**config.mk**
```make
export PLATFORM = sky130hd
export DESIGN_NAME = muldiv_unit
export DESIGN_NICKNAME = d
export VERILOG_FILES = /design/src/rtl/muldiv_unit.sv
export SDC_FILE = /design/constraint.sdc
export NUM_CORES = 1
export LEC_CHECK = 0
export ABC_CLOCK_PERIOD_IN_PS = 4600
export BUFFER_PORTS_ARGS = -buffer_cell sky130_fd_sc_hd__buf_4
export CAP_MARGIN = 20
export CORE_MARGIN = 3
export CORE_UTILIZATION = 43
export DETAILED_ROUTE_END_ITERATION = 7
export MAX_ROUTING_LAYER = met4
export SYNTH_ARGS = -nofsm -noshare
export SYNTH_HDL_FRONTEND = slang
export SYNTH_SLANG_ARGS = --single-unit
```
**constraint.sdc**
```tcl
create_clock -name clk -period 4.6 [get_ports clk]
set_input_delay 0.69 -clock clk [delete_from_list [all_inputs] [get_ports clk]]
set_output_delay 0.69 -clock clk [all_outputs]
set_load 0.005 [all_outputs]
```
**src/rtl/muldiv_unit.sv**
```systemverilog
// muldiv_unit: iterative RV32M multiply/divide unit.
// Shift-add multiply and restoring divide on operand magnitudes, one bit per
// cycle, with the sign applied in a final FIX cycle. Divide-by-zero and signed
// overflow bypass the iteration and complete one cycle after acceptance.
module muldiv_unit #(
    parameter int WORD_SIZE = 32
) (
    input  logic                 clk,
    input  logic                 rst,
    input  logic                 start,
    input  logic                 kill,
    input  logic [2:0]           funct3,
    input  logic [WORD_SIZE-1:0] rs1_val,
    input  logic [WORD_SIZE-1:0] rs2_val,
    input  logic [4:0]           rd_in,
    output logic                 busy,
    output logic                 done,
    output logic                 wb_en,
    output logic [4:0]           rd_out,
    output logic [WORD_SIZE-1:0] result
);
    localparam int W  = WORD_SIZE;
    localparam int CW = (W > 1) ? $clog2(W) : 1;
    localparam logic [CW-1:0] LAST = CW'(W - 1);

    typedef enum logic [1:0] {IDLE, CALC, FIX, DONE} state_t;

    state_t         state, state_nxt;
    logic [2:0]     op;
    logic [4:0]     rd_q;
    logic           neg;
    logic [W-1:0]   opnd;
    logic [2*W-1:0] acc;
    logic [CW-1:0]  cnt;

    // Absolute value of an operand when it is interpreted as signed.
    function automatic logic [W-1:0] magnitude(input logic signed [W-1:0] v,
                                               input logic is_signed);
        if (is_signed && v < 0) return ~v + W'(1);
        return v;
    endfunction

    // Apply the recorded sign and pick the word the operation returns.
    function automatic logic [W-1:0] fix_result(input logic [2:0] f, input logic n,
                                                input logic [2*W-1:0] a);
        logic [2*W-1:0] prod;
        logic [W-1:0]   quo;
        logic [W-1:0]   rem;
        prod = n ? (~a + (2*W)'(1)) : a;
        quo  = n ? (~a[W-1:0] + W'(1)) : a[W-1:0];
        rem  = n ? (~a[2*W-1:W] + W'(1)) : a[2*W-1:W];
        case (f)
            3'b000:         return prod[W-1:0];
            3'b100, 3'b101: return quo;
            3'b110, 3'b111: return rem;
            default:        return prod[2*W-1:W];
        endcase
    endfunction

    // Operand decode at acceptance: signedness, magnitudes and fast paths.
    logic         a_signed, b_signed, a_neg, b_neg, is_div, div_zero, ovf, fast;
    logic [W-1:0] a_mag, b_mag, fast_val;

    assign is_div   = funct3[2];
    assign a_signed = !(funct3 == 3'b011 || funct3 == 3'b101 || funct3 == 3'b111);
    assign b_signed = (funct3 == 3'b000 || funct3 == 3'b001 ||
                       funct3 == 3'b100 || funct3 == 3'b110);
    assign a_neg    = a_signed && rs1_val[W-1];
    assign b_neg    = b_signed && rs2_val[W-1];
    assign a_mag    = magnitude(rs1_val, a_signed);
    assign b_mag    = magnitude(rs2_val, b_signed);
    assign div_zero = is_div && (rs2_val == '0);
    assign ovf      = is_div && !funct3[0] && (rs1_val == {1'b1, {(W-1){1'b0}}}) &&
                      (rs2_val == '1);
    assign fast     = div_zero || ovf;
    assign fast_val = div_zero ? (funct3[1] ? rs1_val : '1)
                               : (funct3[1] ? '0 : {1'b1, {(W-1){1'b0}}});

    // One iteration step: acc holds {partial, multiplier} or {remainder, dividend/quotient}.
    logic [W:0]     msum, shifted;
    logic [W-1:0]   trial, rem_new;
    logic           ge;
    logic [2*W-1:0] mul_nxt, div_nxt;

    assign msum    = {1'b0, acc[2*W-1:W]} + (acc[0] ? {1'b0, opnd} : '0);
    assign mul_nxt = {msum, acc[W-1:1]};
    assign shifted = {acc[2*W-1:W], acc[W-1]};
    assign ge      = shifted >= {1'b0, opnd};
    assign trial   = shifted[W-1:0] - opnd;
    assign rem_new = ge ? trial : shifted[W-1:0];
    assign div_nxt = {rem_new, acc[W-2:0], ge};

    // State register.
    always_ff @(posedge clk or negedge rst) begin
        if (!rst) state <= IDLE;
        else      state <= state_nxt;
    end

    // Next state and status outputs; DONE doubles as an accept slot so a held
    // start is taken on the edge that ends the completion cycle.
    always_comb begin
        state_nxt = state;
        busy      = (state != IDLE);
        done      = (state == DONE);
        wb_en     = (state == DONE) && (rd_out != 5'd0);
        if (kill) begin
            state_nxt = IDLE;
        end else begin
            case (state)
                IDLE:    if (start) state_nxt = fast ? DONE : CALC;
                CALC:    if (cnt == LAST) state_nxt = FIX;
                FIX:     state_nxt = DONE;
                DONE:    state_nxt = start ? (fast ? DONE : CALC) : IDLE;
                default: state_nxt = IDLE;
            endcase
        end
    end

    // Datapath: latch on accept, iterate in CALC, commit result in FIX; kill freezes it.
    always_ff @(posedge clk or negedge rst) begin
        if (!rst) begin
            op     <= '0;
            rd_q   <= '0;
            neg    <= 1'b0;
            opnd   <= '0;
            acc    <= '0;
            cnt    <= '0;
            rd_out <= '0;
            result <= '0;
        end else if (!kill) begin
            case (state)
                IDLE, DONE: begin
                    if (start) begin
                        op   <= funct3;
                        rd_q <= rd_in;
                        neg  <= (funct3 == 3'b110) ? a_neg : (a_neg ^ b_neg);
                        cnt  <= '0;
                        if (fast) begin
                            result <= fast_val;
                            rd_out <= rd_in;
                        end else if (is_div) begin
                            opnd <= b_mag;
                            acc  <= {{W{1'b0}}, a_mag};
                        end else begin
                            opnd <= a_mag;
                            acc  <= {{W{1'b0}}, b_mag};
                        end
                    end
                end
                CALC: begin
                    acc <= op[2] ? div_nxt : mul_nxt;
                    cnt <= cnt + CW'(1);
                end
                FIX: begin
                    result <= fix_result(op, neg, acc);
                    rd_out <= rd_q;
                end
                default: ;
            endcase
        end
    end
endmodule
```
==> impl_metrics.json, run 1 <==
{
  "cts_max_level": 4,
  "initialDrtViolationCount": 1775,
  "wl_per_cell_um": 24.0,
  "ctsHoldBuffers": 0,
  "period_needed_ns": 3.83,
  "cap_viol_max_count": 0,
  "post-synth-top-area-cell": "dfrtp_1",
  "drive_above_1_share_pct": 12.7,
  "hold_path_class": "in2async",
  "die_x_um": 195,
  "ys_seq_area_share_pct": 24.3,
  "avgSynthCellArea_sq_um": 7.45,
  "dpl.hpwl_um": 48000,
  "p_int_mw": 6.08,
  "switching_power_mw": 6.93,
  "synth_mux_area_share_pct": 4.96,
  "cts.clk_slew.worst_paths_ns": 0.07,
  "synthFlopType": "dfrtp_1",
  "synthSimpleGateAreaFrac_pct": 20.8,
  "syn_nets": 2209,
  "n_antenna_cell": 0,
  "rsz0062_at_grt": "no",
  "clock_latency_ns": 0.46,
  "area_growth_pct": 12.5,
  "synth_edf_count": 0,
  "design.core.area_sq_mm": 0.0348,
  "clock_skew_ns": 0.0148,
  "finalMaxSlewViolations": 0,
  "synth_compound_area_share_pct": 28.5,
  "syn_area_sq_mm": 0.0153,
  "start_util_pct": 44.0,
  "swShare_pct": 53.3,
  "wirelength_um": 61400,
  "post_dp_cell_area_sq_mm": 0.0166,
  "cts_tree": "done",
  "grt_usage_pct": 32.4,
  "clockBufferDepth": 2,
  "tns_ns": 0,
  "seq_area_sq_mm": 0.00373,
  "r2r_slack_ns": 0.77,
  "start_kind": "flop",
  "p_seq_share_pct": 21.5,
  "grt.overflow.total": 0,
  "wl_met3_um": 5820,
  "fp.dieArea_sq_mm": 0.0379,
  "routabilityCongestion": 0.983,
  "cts_made_buffers": 17,
  "ir_drop_mv": 0.385,
  "clock_sinks": 149,
  "post-cts-setup-buffers": 0,
  "viasPerCell": 6.32,
  "grt_pass1_wl_um": 92700,
  "relSlewSlack_pct": 28.1,
  "yosys_warnings": 0,
  "leakagePower_nw": 7.38,
  "required_ns": 4.99,
  "num_vias": 16200,
  "final-setup-viol-count": 0,
  "port_buffers": 115,
  "violations": "design-rule violations",
  "worst-r2r-cell-count": 12,
  "whs_ns": 0.241,
  "ant_nets": 0,
  "async_flop_share_pct": 100,
  "m1WireLength_um": 26700,
  "root_buffer": "clkbuf_16",
  "fillers": 3510,
  "power_frac_comb_pct": 67.0,
  "multi_input_area_sq_mm": 0.0108,
  "yosysUniqueCellTypes": 81,
  "hold_viol": 0,
  "top_layer": "met4",
  "die_height_um": 195,
  "antenna_found_initial": 0,
  "final_nets": 2243,
  "worstMarginPinSlew_ns": 1.07,
  "fin_area_sq_mm": 0.0172,
  "crit_fanout": 10,
  "layout_worst_path_cycle_share_pct": 83.3,
  "status": "finished, violations left",
  "drcViolationCount": 3,
  "cts_resized": 0,
  "max_clock_freq_mhz": 261,
  "ios": 116,
  "p_per_area_mw_per_mm2": 755,
  "power.share.clock_pct": 11.6,
  "synth.top_cells.by_area": "dfrtp_1 (24%), a21oi_1 (6.6%), nor2_1 (6.1%)",
  "ys_ff_latch": 149,
  "crit_type": "reg2reg",
  "yosysTopAreaCellShare_pct": 24.3,
  "arrival_ns": 4.23,
  "firstDrtPassIters": 8,
  "synth_top_family_by_area": "compound AO/OA/AOI/OAI gates",
  "synth_xor_area_share_pct": 9.66,
  "synth_fa_ha_area_share_pct": 6.38,
  "routed-wl-met2_um": 26300,
  "grt_pass1_vias": 15000,
  "grt_max_degree": 80,
  "worstSetupEndpointType": "flop",
  "synth_cells": 2056,
  "rows": 68
}
[cell type report]
class	instances	area share [%]
Multi-Input combinational cell	1693	62.8
Clock buffer	17	2.47
Tap cell	455	3.30
Timing Repair Buffer	161	7.29
Clock inverter	15	1.03
Inverter	68	1.48
Sequential cell	149	21.6
[layer usage]
layer | up-vias | track usage, %
li1 | 7559 | -
met1 | 7747 | 44.0
met2 | 747 | 46.4
met3 | 110 | 8.44
met4 | 0 | 12.2
met5 | - | -
[flip-flops by register name (all words and copies together) (netlist names), 2 cells and up]
register,flops
opnd,32
rd_out,5
cnt,5
state,2
rd_q,5
op,3
result,32
acc,64
[cells by family (layout without fill, tap and decap cells)]
logic type	count (synthesis)	after routing
AND/OR/NAND/NOR	683	683
XOR/XNOR	169	169
adder cells (fa/ha/maj)	77	77
flip-flops	149	149
AO/OA/AOI/OAI	693	693
multiplexers	71	71
buffers and inverters	214	261
[placed cells by master (no fill, tap or decap), types with 10 or more instances in the layout]
cell       count
o21ai_0      162
nor2_1       251
nand2_1      188
o21ai_1       16
o31ai_1       36
a21oi_1      203
ha_1          74
clkbuf_16     17
nand4_1       27
a21o_1        31
dfrtp_1      147
and3_1        10
a22oi_1       12
buf_4        156
o41ai_1       21
o221ai_1      22
nor3_1        32
nand3_1       33
inv_1         67
nand2b_1      22
nor2b_1       12
xor2_1        85
o211ai_1      12
mux2i_1       31
xnor2_1       84
o22ai_1       13
or3_1         16
o21a_1        20
mux2_2        40
and2_1        14
a31oi_1       33
or4_1         17
a211oi_1      39
nor4_1        22
[power groups by stage]
| stage | clock (mW) | sequential (mW) | combinational [mW] |
|---|---|---|---|
| global route | 1.58 | 2.88 | 9.49 |
| finish | 1.50 | 2.79 | 8.72 |
| global placement | 0 | 2.77 | 8.41 |
| CTS | 1.53 | 2.76 | 8.52 |
| detailed placement | 0 | 2.78 | 8.46 |
| floorplan | 0 | 2.34 | 6.13 |
[cell usage after synthesis (13+ instances only)]
library cell / number
a31oi_1: 33
buf_1: 13
or3_1: 16
nand2_1: 190
clkbuf_1: 121
o22ai_1: 13
nor2_1: 251
nor4_1: 22
nand4_1: 27
a21o_1: 31
xnor2_1: 84
o41ai_1: 21
xor2_1: 85
o21ai_0: 163
nand2b_1: 22
nand3_1: 33
a211oi_1: 39
nor3_1: 32
a21oi_1: 203
ha_1: 75
o31ai_1: 36
o21ai_1: 17
and2_1: 14
or4_1: 17
mux2_2: 40
o221ai_1: 22
inv_1: 67
o21a_1: 20
dfrtp_1: 149
mux2i_1: 31
[stage by stage]
stage | utilization [%] | total power [mW] | cells | setup slack [ns]
after global routing | 49.5 | 13.9 | 2558 | 0.505
after detailed placement | 47.8 | 11.2 | 2525 | 0.723
after floorplan | - | 8.48 | 2056 | 1.33
final | 49.5 | 13.0 | 2558 | 0.768
after CTS | 49.5 | 12.8 | 2557 | 0.851
after global placement | 47.8 | 11.2 | 2525 | 0.806
[final timing paths]
path / start / to
worst max-delay path: acc[32] / acc[63]
worst min-delay path: rst / rd_q[1]
worst max register to register: acc[32] / acc[63]
worst min register to register: opnd[9] / opnd[9]
max in group asynchronous: rst / opnd[12]
min in group clk: kill / state[1]
[critical path: stages, from the launching register on]
cell,delay [ns]
dfrtp_1,0.59
ha_1,0.24
inv_1,0.06
fa_1,0.38
nand2b_1,0.21
a21oi_1,0.33
o21ai_0,0.25
a21oi_1,0.49
a22oi_1,0.27
a31oi_1,0.33
a31oi_1,0.18
o21ai_0,0.25
a32o_1,0.19
(Power assumes the default switching activity.)
==> inputs of run 2 (changes only) <==
--- a/config.mk
+++ b/config.mk
@@ -5,7 +5,8 @@
 export SDC_FILE = /design/constraint.sdc
 export NUM_CORES = 1
 export LEC_CHECK = 0
-export ABC_CLOCK_PERIOD_IN_PS = 4600
+export ABC_AREA = 1
+export ABC_CLOCK_PERIOD_IN_PS = 3800
 export BUFFER_PORTS_ARGS = -buffer_cell sky130_fd_sc_hd__buf_4
 export CAP_MARGIN = 20
 export CORE_MARGIN = 3
==> constraint.sdc (replaced) <==
create_clock -name clk -period 3.8 [get_ports clk]
set_input_delay 0.57 -clock clk [delete_from_list [all_inputs] [get_ports clk]]
set_output_delay 0.57 -clock clk [all_outputs]
set_load 0.005 [all_outputs]
==> impl_metrics.json, run 2 <==
{
  "status": "complete, no violations",
  "area_growth_pct": 10.9,
  "period_needed_ns": 3.38,
  "rows": 76,
  "yosys-top-cells-count": "nand2_1 (1,079), nand3_1 (456), nor2_1 (414)",
  "ctsHoldBuffers": 0,
  "drcViolationCount": 0,
  "crit_path_frequent_cell": "nand2_1",
  "cts_resized": 0,
  "grt_max_degree": 74,
  "cts_tree": "done",
  "pre_cts_slack_ns": 0.507,
  "yosysTopAreaCellShare_pct": 21.4,
  "largest_reg_flops": 64,
  "grt_pass1_vias": 22200,
  "worstMarginPinSlew_ns": 0.840,
  "crit_type": "reg2reg",
  "clock_skew_ns": 0.0202,
  "required_ns": 4.16,
  "p_per_area_mw_per_mm2": 928,
  "ios": 116,
  "post_dp_cell_area_sq_mm": 0.0204,
  "async_flop_share_pct": 100,
  "power_mw": 19.5,
  "syn_area_sq_mm": 0.0189,
  "fillers": 4727,
  "wirelength_um": 95000,
  "clockBufferDepth": 2,
  "max_clock_freq_mhz": 296,
  "ys_seq_area_share_pct": 19.7,
  "cap_viol_max_count": 0,
  "ir_drop_mv": 0.508,
  "dpl.hpwl_um": 77500,
  "die_x_um": 216,
  "cts_made_buffers": 17,
  "synthFlopType": "dfrtp_1",
  "tns_ns": 0,
  "path_delay_family": "simple AND/OR/NAND/NOR gates",
  "timing.rr.start": "acc[39]",
  "root_buffer": "clkbuf_16",
  "synth_cells": 3386,
  "finalMaxSlewViolations": 0,
  "yosys_warnings": 0,
  "r2r_end": "acc[51]",
  "design.core.area_sq_mm": 0.0433,
  "grt_pass1_wl_um": 139000,
  "wl_per_cell_um": 23.4,
  "grt_usage_pct": 41.0,
  "synth.top_cells.by_area": "nand2_1 (21%), dfrtp_1 (20%), nand3_1 (12%)",
  "layout_worst_path_cycle_share_pct": 88.9,
  "final-setup-viol-count": 0,
  "ys_ff_latch": 149,
  "relSlewSlack_pct": 43.9,
  "worst-r2r-cell-count": 15,
  "post-synth-top-area-cell": "nand2_1",
  "whs_ns": 0.156,
  "top_register": "acc",
  "routabilityCongestion": 1.11,
  "ant_nets": 0,
  "post-cts-setup-buffers": 0,
  "reg.largest.list": "acc (64), opnd (32), result (32)",
  "drive_above_1_share_pct": 8.86,
  "setup_ws_ns": 0.420,
  "yosysUniqueCellTypes": 49,
  "fp.dieArea_sq_mm": 0.0465,
  "critPathMaxStageDelay_ns": 0.59,
  "utilization_pct": 48.4,
  "avgSynthCellArea_sq_um": 5.58,
  "clock_latency_ns": 0.48,
  "hold_path_class": "in2async",
  "fin_area_sq_mm": 0.0210,
  "final_common_cell": "nand2_1",
  "port_buffers": 115,
  "worst-path-buf-inv": 2,
  "start_util_pct": 43.7,
  "worstSetupEndpointType": "flop",
  "firstDrtPassIters": 7,
  "r2r_slack_ns": 0.42,
  "num_vias": 23800,
  "leakagePower_nw": 11.0,
  "initialDrtViolationCount": 3277,
  "die_height_um": 216,
  "start_kind": "flop",
  "cts.clk_slew.worst_paths_ns": 0.07,
  "viasPerCell": 5.85,
  "clock_sinks": 149,
  "slowest_stage": "dfrtp_1",
  "fin_cells": 4063,
  "grt.overflow.total": 0,
  "cts_max_level": 4,
  "layout_common_cells": "nand2_1 (1,079), nand3_1 (456), nor2_1 (414)",
  "syn_nets": 3539,
  "yosysMostFrequentCell": "nand2_1",
  "antenna_found_initial": 4,
  "hold_viol": 0,
  "worstPathCellList": "ha_1 > nand2_1 > nor2_1 > nand3_1 > nand3_1 > nand2_1 > nand2_1 > nand2_1 > nand2_2 > buf_4 > inv_2 > nand2_1 > nand3_1 > nand2_1 > nand2_1",
  "final_nets": 3616,
  "synth_edf_count": 0,
  "crit_fanout": 14,
  "dp.cells": 4029,
  "rsz0062_at_grt": "no",
  "arrival_ns": 3.74
}
## run 2: cell types whose count changed after synthesis, moves of 40 or more
| cell | change |
|---|---|
| xnor2_1 | -83 |
| nand3_1 | +423 |
| inv_1 | +331 |
| clkbuf_1 | -68 |
| xor2_1 | -40 |
| a21oi_2 | +41 |
| nor2_1 | +163 |
| nand2_1 | +889 |
| mux2_2 | -40 |
## run 2: how the worst max path moves through the flow
stage               startpoint       to  slack (ns)  cells after the start
floorplan               acc[0]  acc[51]        1.25                     19
global placement       acc[38]  acc[51]        0.48                     15
detailed placement     acc[38]  acc[51]        0.51                     15
CTS                    acc[39]  acc[51]        0.49                     15
global route           acc[39]  acc[51]        0.21                     15
finish                 acc[39]  acc[51]        0.42                     15
## run 2: area by class of cell
class	instances	area, sq um	area share (%)
Timing Repair Buffer	173	1330	6.33
Tap cell	585	732	3.49
Clock buffer	18	439	2.10
Clock inverter	14	155	0.740
Antenna cell	2	5.00	0.0239
Sequential cell	149	3730	17.8
Inverter	412	1550	7.38
Multi-Input combinational cell	2710	13000	62.1
## run 2: cell families (layout without fill, tap and decap cells)
group,Yosys count,after routing,synth area share (%)
compound gates,493,493,14.6
xor+xnor,46,46,2.13
fa+ha+maj,77,77,5.18
buf+inv,527,617,11.3
flops,149,149,19.7
mux,1,1,0.0530
other cells,0,2,0
simple gates,2093,2093,47.0
## run 2: per-layer routing
metal  vias to the layer above  share of wire [%]  track usage, %
met3                       260                 10            7.98
met4                         0                6.8            22.8
li1                      11100                  -               -
met2                      1400                 45            64.8
met1                     11000                 38            49.2
met5                         -                  0               -
## run 2: report_power, final
group / switching (mW) / leakage [nW] / internal [mW]
clock network: 0.853 / 0.292 / 0.952
logic: 10.1 / 8.83 / 4.30
registers: 0.988 / 1.87 / 2.30
total: 11.9 / 11.0 / 7.56
## run 2: worst reg2reg max path, cell delays in order (launching register included)
cell and delay (ns):
dfrtp_1 0.59, ha_1 0.46, nand2_1 0.11, nor2_1 0.21
nand3_1 0.09, nand3_1 0.17, nand2_1 0.09, nand2_1 0.09
nand2_1 0.30, nand2_2 0.38, buf_4 0.29, inv_2 0.10
nand2_1 0.07, nand3_1 0.13, nand2_1 0.13, nand2_1 0.06
